==> src/rtl/vga_pkg.sv <==
// -----------------------------------------------------------------------------
// vga_pkg
// Shared definitions for the VGA sprite engine: register map constants,
// sprite geometry, the RRRGGGBB colour type, the per-sprite register
// bundle and a span-test helper used by the hit logic.
// No ports (package).
// -----------------------------------------------------------------------------
package vga_pkg;

    localparam int MAX_SPRITES = 4;   // register map is always sized for 4
    localparam int SPRITE_SIZE = 16;  // sprites are 16x16 pixels

    // Field offsets within a sprite's 4-word register block (base 4*i)
    localparam logic [1:0] SPR_X    = 2'd0;
    localparam logic [1:0] SPR_Y    = 2'd1;
    localparam logic [1:0] SPR_CTRL = 2'd2;

    localparam logic [4:0] COLLISION_ADDR = 5'd16;
    localparam logic [4:0] BG_ADDR        = 5'd17;

    typedef logic [7:0] colour_t;  // RRRGGGBB

    typedef struct packed {
        logic       enable;
        colour_t    colour;
        logic [9:0] y;
        logic [9:0] x;
    } sprite_regs_t;

    // True when coord lies in [base, base+16). Done in 11 bits so a sprite
    // near the right/bottom edge is clipped instead of wrapping to 0.
    function automatic logic in_span(input logic [9:0] coord, input logic [9:0] base);
        logic [10:0] c;
        logic [10:0] lo;
        c  = {1'b0, coord};
        lo = {1'b0, base};
        return (c >= lo) && (c < lo + 11'(SPRITE_SIZE));
    endfunction

endpackage

==> src/rtl/sprite_bitmap_ram.sv <==
// -----------------------------------------------------------------------------
// sprite_bitmap_ram
// 16 rows x 16 bits bitmap store for one sprite. One write port, one
// synchronous read port (row appears one cycle after i_raddr).
// Ports:
//   i_clk    pixel clock
//   i_we     row write strobe
//   i_waddr  row to write
//   i_wdata  row pattern, bit 15 = leftmost pixel
//   i_raddr  row to read
//   o_rdata  registered read data
// -----------------------------------------------------------------------------
module sprite_bitmap_ram (
    input  logic        i_clk,
    input  logic        i_we,
    input  logic [3:0]  i_waddr,
    input  logic [15:0] i_wdata,
    input  logic [3:0]  i_raddr,
    output logic [15:0] o_rdata
);

    logic [15:0] r_mem [16];
    logic [15:0] r_rdata;

    // NOTE: the array has no reset so it can map onto RAM; contents are
    // undefined until software writes them.
    always_ff @(posedge i_clk) begin
        if (i_we) begin
            r_mem[i_waddr] <= i_wdata;
        end
        r_rdata <= r_mem[i_raddr];
    end

    assign o_rdata = r_rdata;

endmodule

==> src/rtl/vga_sprite_engine.sv <==
// -----------------------------------------------------------------------------
// vga_sprite_engine
// Pixel stage behind the VGA timing generator. Composites up to NUM_SPRITES
// 16x16 one-bit sprites over a background colour with a 2-cycle pipeline;
// syncs are delayed to match. Sprite/background registers are written into
// shadow copies and loaded into the active set on the cycle after the rising
// edge of in_vblank, so a frame never tears.
// Optional feature: define SPRITE_COLLISION_EN to enable sticky collision
// detection at address 16 (otherwise address 16 reads 0).
// Ports:
//   i_clk, i_reset               pixel clock, synchronous active-high reset
//   i_x_coord, i_y_coord         current coordinate
//   i_in_visible_region          coordinate is displayed
//   i_in_vblank                  vertical blanking
//   i_hsync, i_vsync             raw syncs (active low)
//   o_hsync, o_vsync             syncs delayed 2 cycles
//   o_red, o_green, o_blue       pixel colour (3/3/2 bits)
//   i_reg_we/addr/wdata          register write port
//   o_reg_rdata                  register read data, 1 cycle after address
//   i_bmp_we/sprite/row/data     bitmap row write port
// -----------------------------------------------------------------------------
module vga_sprite_engine
    import vga_pkg::*;
#(
    parameter int NUM_SPRITES = 4
) (
    input  logic        i_clk,
    input  logic        i_reset,
    input  logic [9:0]  i_x_coord,
    input  logic [9:0]  i_y_coord,
    input  logic        i_in_visible_region,
    input  logic        i_in_vblank,
    input  logic        i_hsync,
    input  logic        i_vsync,
    output logic        o_hsync,
    output logic        o_vsync,
    output logic [2:0]  o_red,
    output logic [2:0]  o_green,
    output logic [1:0]  o_blue,
    input  logic        i_reg_we,
    input  logic [4:0]  i_reg_addr,
    input  logic [15:0] i_reg_wdata,
    output logic [15:0] o_reg_rdata,
    input  logic        i_bmp_we,
    input  logic [1:0]  i_bmp_sprite,
    input  logic [3:0]  i_bmp_row,
    input  logic [15:0] i_bmp_data
);

    // ---------------------------------------------------------------- registers
    sprite_regs_t r_shadow [MAX_SPRITES];
    sprite_regs_t r_active [MAX_SPRITES];
    colour_t      r_shadow_bg;
    colour_t      r_active_bg;
    logic         r_vblank_prev;
    logic         r_copy;        // high during the shadow->active copy cycle
    logic [15:0]  r_rdata;

    logic [1:0]   w_reg_idx;
    logic [1:0]   w_reg_field;
    logic         w_spr_wr;
    logic         w_unused_wdata;

    assign w_reg_idx      = i_reg_addr[3:2];
    assign w_reg_field    = i_reg_addr[1:0];
    assign w_spr_wr       = i_reg_we && !i_reg_addr[4] && (int'(w_reg_idx) < NUM_SPRITES);
    assign w_unused_wdata = ^i_reg_wdata[15:10];

    always_ff @(posedge i_clk) begin
        if (i_reset) begin
            for (int s = 0; s < MAX_SPRITES; s++) begin
                r_shadow[s] <= '0;
                r_active[s] <= '0;
            end
            r_shadow_bg   <= '0;
            r_active_bg   <= '0;
            r_vblank_prev <= 1'b0;
            r_copy        <= 1'b0;
        end else begin
            r_vblank_prev <= i_in_vblank;
            r_copy        <= i_in_vblank && !r_vblank_prev;
            // Copy takes the shadow value from before any same-cycle write,
            // so a write in the copy cycle waits for the next vblank.
            if (r_copy) begin
                r_active    <= r_shadow;
                r_active_bg <= r_shadow_bg;
            end
            if (w_spr_wr) begin
                case (w_reg_field)
                    SPR_X:    r_shadow[w_reg_idx].x <= i_reg_wdata[9:0];
                    SPR_Y:    r_shadow[w_reg_idx].y <= i_reg_wdata[9:0];
                    SPR_CTRL: begin
                        r_shadow[w_reg_idx].enable <= i_reg_wdata[8];
                        r_shadow[w_reg_idx].colour <= i_reg_wdata[7:0];
                    end
                    default: ;
                endcase
            end
            if (i_reg_we && i_reg_addr == BG_ADDR) begin
                r_shadow_bg <= i_reg_wdata[7:0];
            end
        end
    end

    // ---------------------------------------------------------------- stage 0
    logic [MAX_SPRITES-1:0] w_hit;
    logic [3:0]             w_dx [MAX_SPRITES];
    logic [3:0]             w_dy [MAX_SPRITES];
    logic [15:0]            w_row [MAX_SPRITES];

    // NOTE: every always_comb output gets a default first so no path can
    // leave it unassigned and infer a latch.
    always_comb begin
        w_hit = '0;
        for (int s = 0; s < MAX_SPRITES; s++) begin
            w_dx[s]  = i_x_coord[3:0] - r_active[s].x[3:0];
            w_dy[s]  = i_y_coord[3:0] - r_active[s].y[3:0];
            w_hit[s] = r_active[s].enable
                       && in_span(i_x_coord, r_active[s].x)
                       && in_span(i_y_coord, r_active[s].y);
        end
    end

    for (genvar s = 0; s < MAX_SPRITES; s++) begin : g_spr
        if (s < NUM_SPRITES) begin : g_ram
            sprite_bitmap_ram u_ram (
                .i_clk   (i_clk),
                .i_we    (i_bmp_we && (i_bmp_sprite == 2'(s))),
                .i_waddr (i_bmp_row),
                .i_wdata (i_bmp_data),
                .i_raddr (w_dy[s]),
                .o_rdata (w_row[s])
            );
        end else begin : g_none
            assign w_row[s] = '0;
        end
    end

    logic [MAX_SPRITES-1:0] r_s1_hit;
    logic [3:0]             r_s1_dx [MAX_SPRITES];
    logic                   r_s1_vis;
    logic                   r_hs_d1, r_vs_d1, r_hs_d2, r_vs_d2;

    always_ff @(posedge i_clk) begin
        if (i_reset) begin
            r_s1_hit <= '0;
            for (int s = 0; s < MAX_SPRITES; s++) begin
                r_s1_dx[s] <= '0;
            end
            r_s1_vis <= 1'b0;
            r_hs_d1  <= 1'b1;
            r_vs_d1  <= 1'b1;
            r_hs_d2  <= 1'b1;
            r_vs_d2  <= 1'b1;
        end else begin
            r_s1_hit <= w_hit;
            r_s1_dx  <= w_dx;
            r_s1_vis <= i_in_visible_region;
            r_hs_d1  <= i_hsync;
            r_vs_d1  <= i_vsync;
            r_hs_d2  <= r_hs_d1;
            r_vs_d2  <= r_vs_d1;
        end
    end

    // ---------------------------------------------------------------- stage 1
    logic [MAX_SPRITES-1:0] w_opaque;
    colour_t                w_pixel;

    always_comb begin
        w_opaque = '0;
        w_pixel  = r_active_bg;
        for (int s = 0; s < MAX_SPRITES; s++) begin
            w_opaque[s] = r_s1_hit[s] && w_row[s][4'd15 - r_s1_dx[s]];
        end
        // Walk from the highest index down so the lowest opaque index wins.
        for (int s = MAX_SPRITES - 1; s >= 0; s--) begin
            if (w_opaque[s]) begin
                w_pixel = r_active[s].colour;
            end
        end
    end

    colour_t r_colour;

    always_ff @(posedge i_clk) begin
        if (i_reset) begin
            r_colour <= '0;
        end else begin
            r_colour <= r_s1_vis ? w_pixel : '0;
        end
    end

    // ---------------------------------------------------------------- collision
    logic [15:0] w_collision_word;

`ifdef SPRITE_COLLISION_EN
    logic                   r_coll_flag;
    logic [MAX_SPRITES-1:0] r_coll_mask;
    logic                   w_coll_set;
    logic                   w_coll_clr;

    assign w_coll_set = r_s1_vis && ($countones(w_opaque) >= 2);
    assign w_coll_clr = i_reg_we && (i_reg_addr == COLLISION_ADDR);

    // Sticky; a set in the same cycle as a clear-write wins.
    always_ff @(posedge i_clk) begin
        if (i_reset) begin
            r_coll_flag <= 1'b0;
            r_coll_mask <= '0;
        end else if (w_coll_set) begin
            r_coll_flag <= 1'b1;
            r_coll_mask <= (w_coll_clr ? '0 : r_coll_mask) | w_opaque;
        end else if (w_coll_clr) begin
            r_coll_flag <= 1'b0;
            r_coll_mask <= '0;
        end
    end

    assign w_collision_word = {8'b0, r_coll_mask, 3'b0, r_coll_flag};
`else
    assign w_collision_word = '0;
`endif

    // ---------------------------------------------------------------- readback
    logic [15:0] w_rdata;

    always_comb begin
        w_rdata = '0;
        if (!i_reg_addr[4]) begin
            case (w_reg_field)
                SPR_X:    w_rdata = {6'b0, r_shadow[w_reg_idx].x};
                SPR_Y:    w_rdata = {6'b0, r_shadow[w_reg_idx].y};
                SPR_CTRL: w_rdata = {7'b0, r_shadow[w_reg_idx].enable, r_shadow[w_reg_idx].colour};
                default:  w_rdata = '0;
            endcase
        end else if (i_reg_addr == COLLISION_ADDR) begin
            w_rdata = w_collision_word;
        end else if (i_reg_addr == BG_ADDR) begin
            w_rdata = {8'b0, r_shadow_bg};
        end
    end

    always_ff @(posedge i_clk) begin
        if (i_reset) begin
            r_rdata <= '0;
        end else begin
            r_rdata <= w_rdata;
        end
    end

    assign o_reg_rdata = r_rdata;
    assign o_red       = r_colour[7:5];
    assign o_green     = r_colour[4:2];
    assign o_blue      = r_colour[1:0];
    assign o_hsync     = r_hs_d2;
    assign o_vsync     = r_vs_d2;

endmodule
==> config.mk <==
export PLATFORM = sky130hd
export DESIGN_NAME = vga_sprite_engine
export DESIGN_NICKNAME = d
export VERILOG_FILES = /design/src/rtl/vga_pkg.sv /design/src/rtl/sprite_bitmap_ram.sv /design/src/rtl/vga_sprite_engine.sv
export SDC_FILE = /design/constraint.sdc
export NUM_CORES = 2
export LEC_CHECK = 0
export ABC_AREA = 1
export CORE_AREA = 2 2 315 317
export DETAILED_ROUTE_END_ITERATION = 10
export DIE_AREA = 0 0 317 319
export PLACE_DENSITY = 0.76
export SLEW_MARGIN = 20
export SYNTH_ARGS = -nofsm -noshare
export SYNTH_HDL_FRONTEND = slang
export SYNTH_SLANG_ARGS = --single-unit
==> constraint.sdc <==
create_clock -name i_clk -period 6.4 [get_ports i_clk]
set_input_delay 1.92 -clock i_clk [delete_from_list [all_inputs] [get_ports i_clk]]
set_output_delay 1.92 -clock i_clk [all_outputs]
set_load 0.03 [all_outputs]
==> flow_metrics.py <==
metrics = {
    "die": {
        "ios": 97,
        "row_count": 115,
        "die_width_um": 317,
        "die_h_um": 319,
        "coreArea_sq_um": 97700,
        "start_util": 0.594,
        "fp.dieArea_sq_um": 101000,
    },
    "cts": {
        "cts_resized": 0,
        "clk_latency_ns": 0.76,
        "cts_tree": "built",
        "ctsHoldBuffers": 0,
        "clk_path_buf_depth": 3,
        "clock_sinks": 1381,
        "cts_made_buffers": 140,
        "h-tree-depth": 4,
        "clockRootBuffer": "clkbuf_16",
        "clkSlewWorstSetupHoldPaths_ns": 0.06,
        "cts_setup_buffers": 0,
    },
    "sta": {
        "fmax_ghz": 0.201,
        "setup_ws_ns": 1.43,
        "slew_headroom": 0.311,
        "setup_viol": 0,
        "fin_skew_ns": 0.0256,
        "period_needed_ns": 4.97,
        "hold_viol": 0,
        "fin_setup_tns_ns": 0,
        "period_share": 0.777,
        "slew_violations": 0,
        "rsz0062_at_grt": "no",
        "worst_pin_slew_ns": 1.03,
    },
    "critical_path": {
        "cp_common_cell": "inv_1",
        "setup.worst_path.end": "g_spr[1].g_ram.u_ram.o_rdata[14]$_DFF_P_",
        "crit_path_start": "i_y_coord[0]",
        "cp-end-kind": "flip-flop",
        "r2r_slack_ns": 3.19,
        "required_ns": 7.07,
        "r2r-start": "r_active[68]$_SDFFE_PP0P_",
        "arrival_ns": 5.64,
        "worstSetupPathType": "in2reg",
        "worstPathCellList": "clkdlybuf4s50_1 -> inv_1 -> ha_4 -> inv_1 -> fa_4 -> buf_12 -> buf_4 -> o21ai_0 -> o32ai_1 -> nand2_1 -> a31oi_1",
        "critical_path.max_fanout": 59,
        "start_kind": "primary input",
        "max_stage_delay_ns": 1.08,
        "r2r-end": "g_spr[1].g_ram.u_ram.o_rdata[14]$_DFF_P_",
        "reg2reg_depth": 9,
        "cp_slowest_cell": "fa_4",
    },
    "power_and_ir_drop": {
        "power_density_nw_per_um2": 317,
        "p_leak_nw": 22.4,
        "peakVddDrop_v": 0.000243,
    },
    "yosys": {
        "post-synth-top-count-cell": "nor2_1",
        "post_synth.cell_area_avg_sq_um": 11.1,
        "yosys_warnings": 0,
        "synth-seq-cells": 1381,
        "ys_seq_area_frac": 0.653,
        "async_flop_share": 0,
        "ys_top_cells_by_count": "nor2_1 (1136), edfxtp_1 (1024), o21ai_0 (519)",
        "synthTopCellsByArea": "edfxtp_1 (53%), dfxtp_1 (12%), nor2_1 (7.3%)",
        "synth.top_cell.area_share": 0.530,
        "yosys.area.top_type": "edfxtp_1",
        "synth_top_family_by_area": "compound AO/OA/AOI/OAI gates",
        "synth_cell_types": 55,
        "synth_simple_gate_area_frac": 0.122,
        "synth_xor_area_frac": 0.00647,
        "synthAdderAreaFrac": 0.0331,
        "synthMuxAreaShare": 0.00672,
        "synth_compound_area_frac": 0.134,
        "synth-edff-count": 1024,
        "syn-cell-area_sq_um": 58100,
        "synth_flop_cell": "edfxtp_1",
        "syn_inst": 5248,
    },
    "detailed_routing": {
        "post-route-drc-count": 0,
        "vias": 40900,
        "drt-initial-drc-count": 5110,
        "wl_per_cell_um": 21.8,
        "vias_per_cell": 6.11,
        "dr.pass1.iters": 8,
        "postRouteWirelength_um": 146000,
        "ant_nets": 0,
    },
    "grt": {
        "track_usage": 0.288,
        "grt_pass1_wl_um": 222000,
        "grt_overflow_total": 0,
        "antenna_found_initial": 5,
        "grt_pass1_vias": 39100,
        "grt_max_degree": 121,
    },
    "layout": {
        "ff_latch_area_sq_um": 37900,
        "drive_gt1_frac": 0.0876,
        "synthToLayoutAreaGrowth_pct": 11.9,
        "final_nets": 5519,
        "multi_input_area_sq_um": 17700,
        "n_fill_cell": 6997,
        "final_cells": 6700,
        "design_area_sq_um": 65000,
    },
    "placed_design": {
        "pre_cts_ws_ns": 0.816,
        "dp.cells": 6444,
        "io_buffers": 84,
        "dp_hpwl_um": 87200,
        "place_area_sq_um": 60300,
        "place.gp.congestion": 0.960,
    },
    "flow_run": {
        "maxCapViolCount": 0,
    },
    "status": {
        "outcome": "complete, no violations",
    },
    "hold_path": {
        "hp-class": "reg2reg",
    },
}
==> through the flow <==
step                hold slack (ns)   util  total power, mW
floorplan                     0.374      -             11.7
detailed placement            0.376  0.617             12.5
finish                        0.380  0.665             20.6
global route                  0.407  0.665             21.3
global placement              0.370  0.617             12.5
CTS                           0.385  0.665             20.7
==> report_power, final <==
| group | switching (mW) | leakage (nW) | internal [mW] |
|---|---|---|---|
| combinational | 1.63 | 7.98 | 0.775 |
| clock | 3.40 | 2.28 | 4.81 |
| sequential | 0.135 | 12.1 | 9.87 |
| total | 5.16 | 22.4 | 15.5 |
==> routing by layer <==
metal	up-vias	track usage	wire, um	share of wire
met3	359	0.0524	13600	0.093
met5	-	0	60	0.00041
li1	18800	-	-	-
met1	19800	0.397	59000	0.40
met2	1950	0.457	68700	0.47
met4	10	0.108	5020	0.034
==> state kept, by name (all words and copies together) (netlist names), named ones only <==
signal,count
g_spr.g_ram.u_ram.r_mem,1024
r_active,116
g_spr.g_ram.u_ram.o_rdata,64
r_s1_dx,16
o_reg_rdata,10
r_active_bg,8
r_colour,8
r_shadow_bg,8
r_s1_hit,4
o_hsync,1
o_vsync,1
r_copy,1
r_hs_d1,1
r_s1_vis,1
r_vblank_prev,1
r_vs_d1,1
==> how the worst min path moves through the flow <==
stage	startpoint	end	slack [ns]	depth (start not counted)
global route	r_vblank_prev$_SDFF_PP0_	r_copy$_SDFF_PP0_	0.41	1
detailed placement	r_vblank_prev$_SDFF_PP0_	r_copy$_SDFF_PP0_	0.38	1
CTS	r_vblank_prev$_SDFF_PP0_	r_copy$_SDFF_PP0_	0.39	1
floorplan	r_vblank_prev$_SDFF_PP0_	r_copy$_SDFF_PP0_	0.37	1
global placement	r_vblank_prev$_SDFF_PP0_	r_copy$_SDFF_PP0_	0.37	1
finish	r_vblank_prev$_SDFF_PP0_	r_copy$_SDFF_PP0_	0.38	1
==> area by class of cell <==
type / count / area share
Multi-Input combinational cell: 3248 / 0.273
Inverter: 319 / 0.0186
Sequential cell: 1381 / 0.583
Clock buffer: 198 / 0.0613
Tap cell: 1287 / 0.0248
Timing Repair Buffer: 209 / 0.0287
Clock inverter: 57 / 0.0105
Antenna cell: 1 / 0.0000385
==> kinds of logic after synthesis <==
group,after synthesis
DFF,1381
and+or+nand+nor,1757
other,1
AOI/OAI and AO/OA,1259
buffers and inverters,624
xor gates and xnor gates,42
adders and majority gates,149
muxes,35
==> layout by cell type (no fill, tap or decap), drive strengths merged, types with 141 or more instances in the layout <==
cell type and instances:
nor2 1145, buf 142, inv 324, o21ai 535
a21oi 258, dfxtp 357, edfxtp 1024, clkbuf 198
o32ai 256, ha 141, nand2 393
==> worst max-delay path, delay by kind of cell <==
| family | cells | cell delay (ns) |
|---|---|---|
| AOI/OAI and AO/OA | 3 | 0.64 |
| adders and majority gates | 2 | 1.29 |
| buffers and inverters | 5 | 1.62 |
| and+or+nand+nor | 1 | 0.11 |
Note: power is estimated with default switching activity, not from simulation.
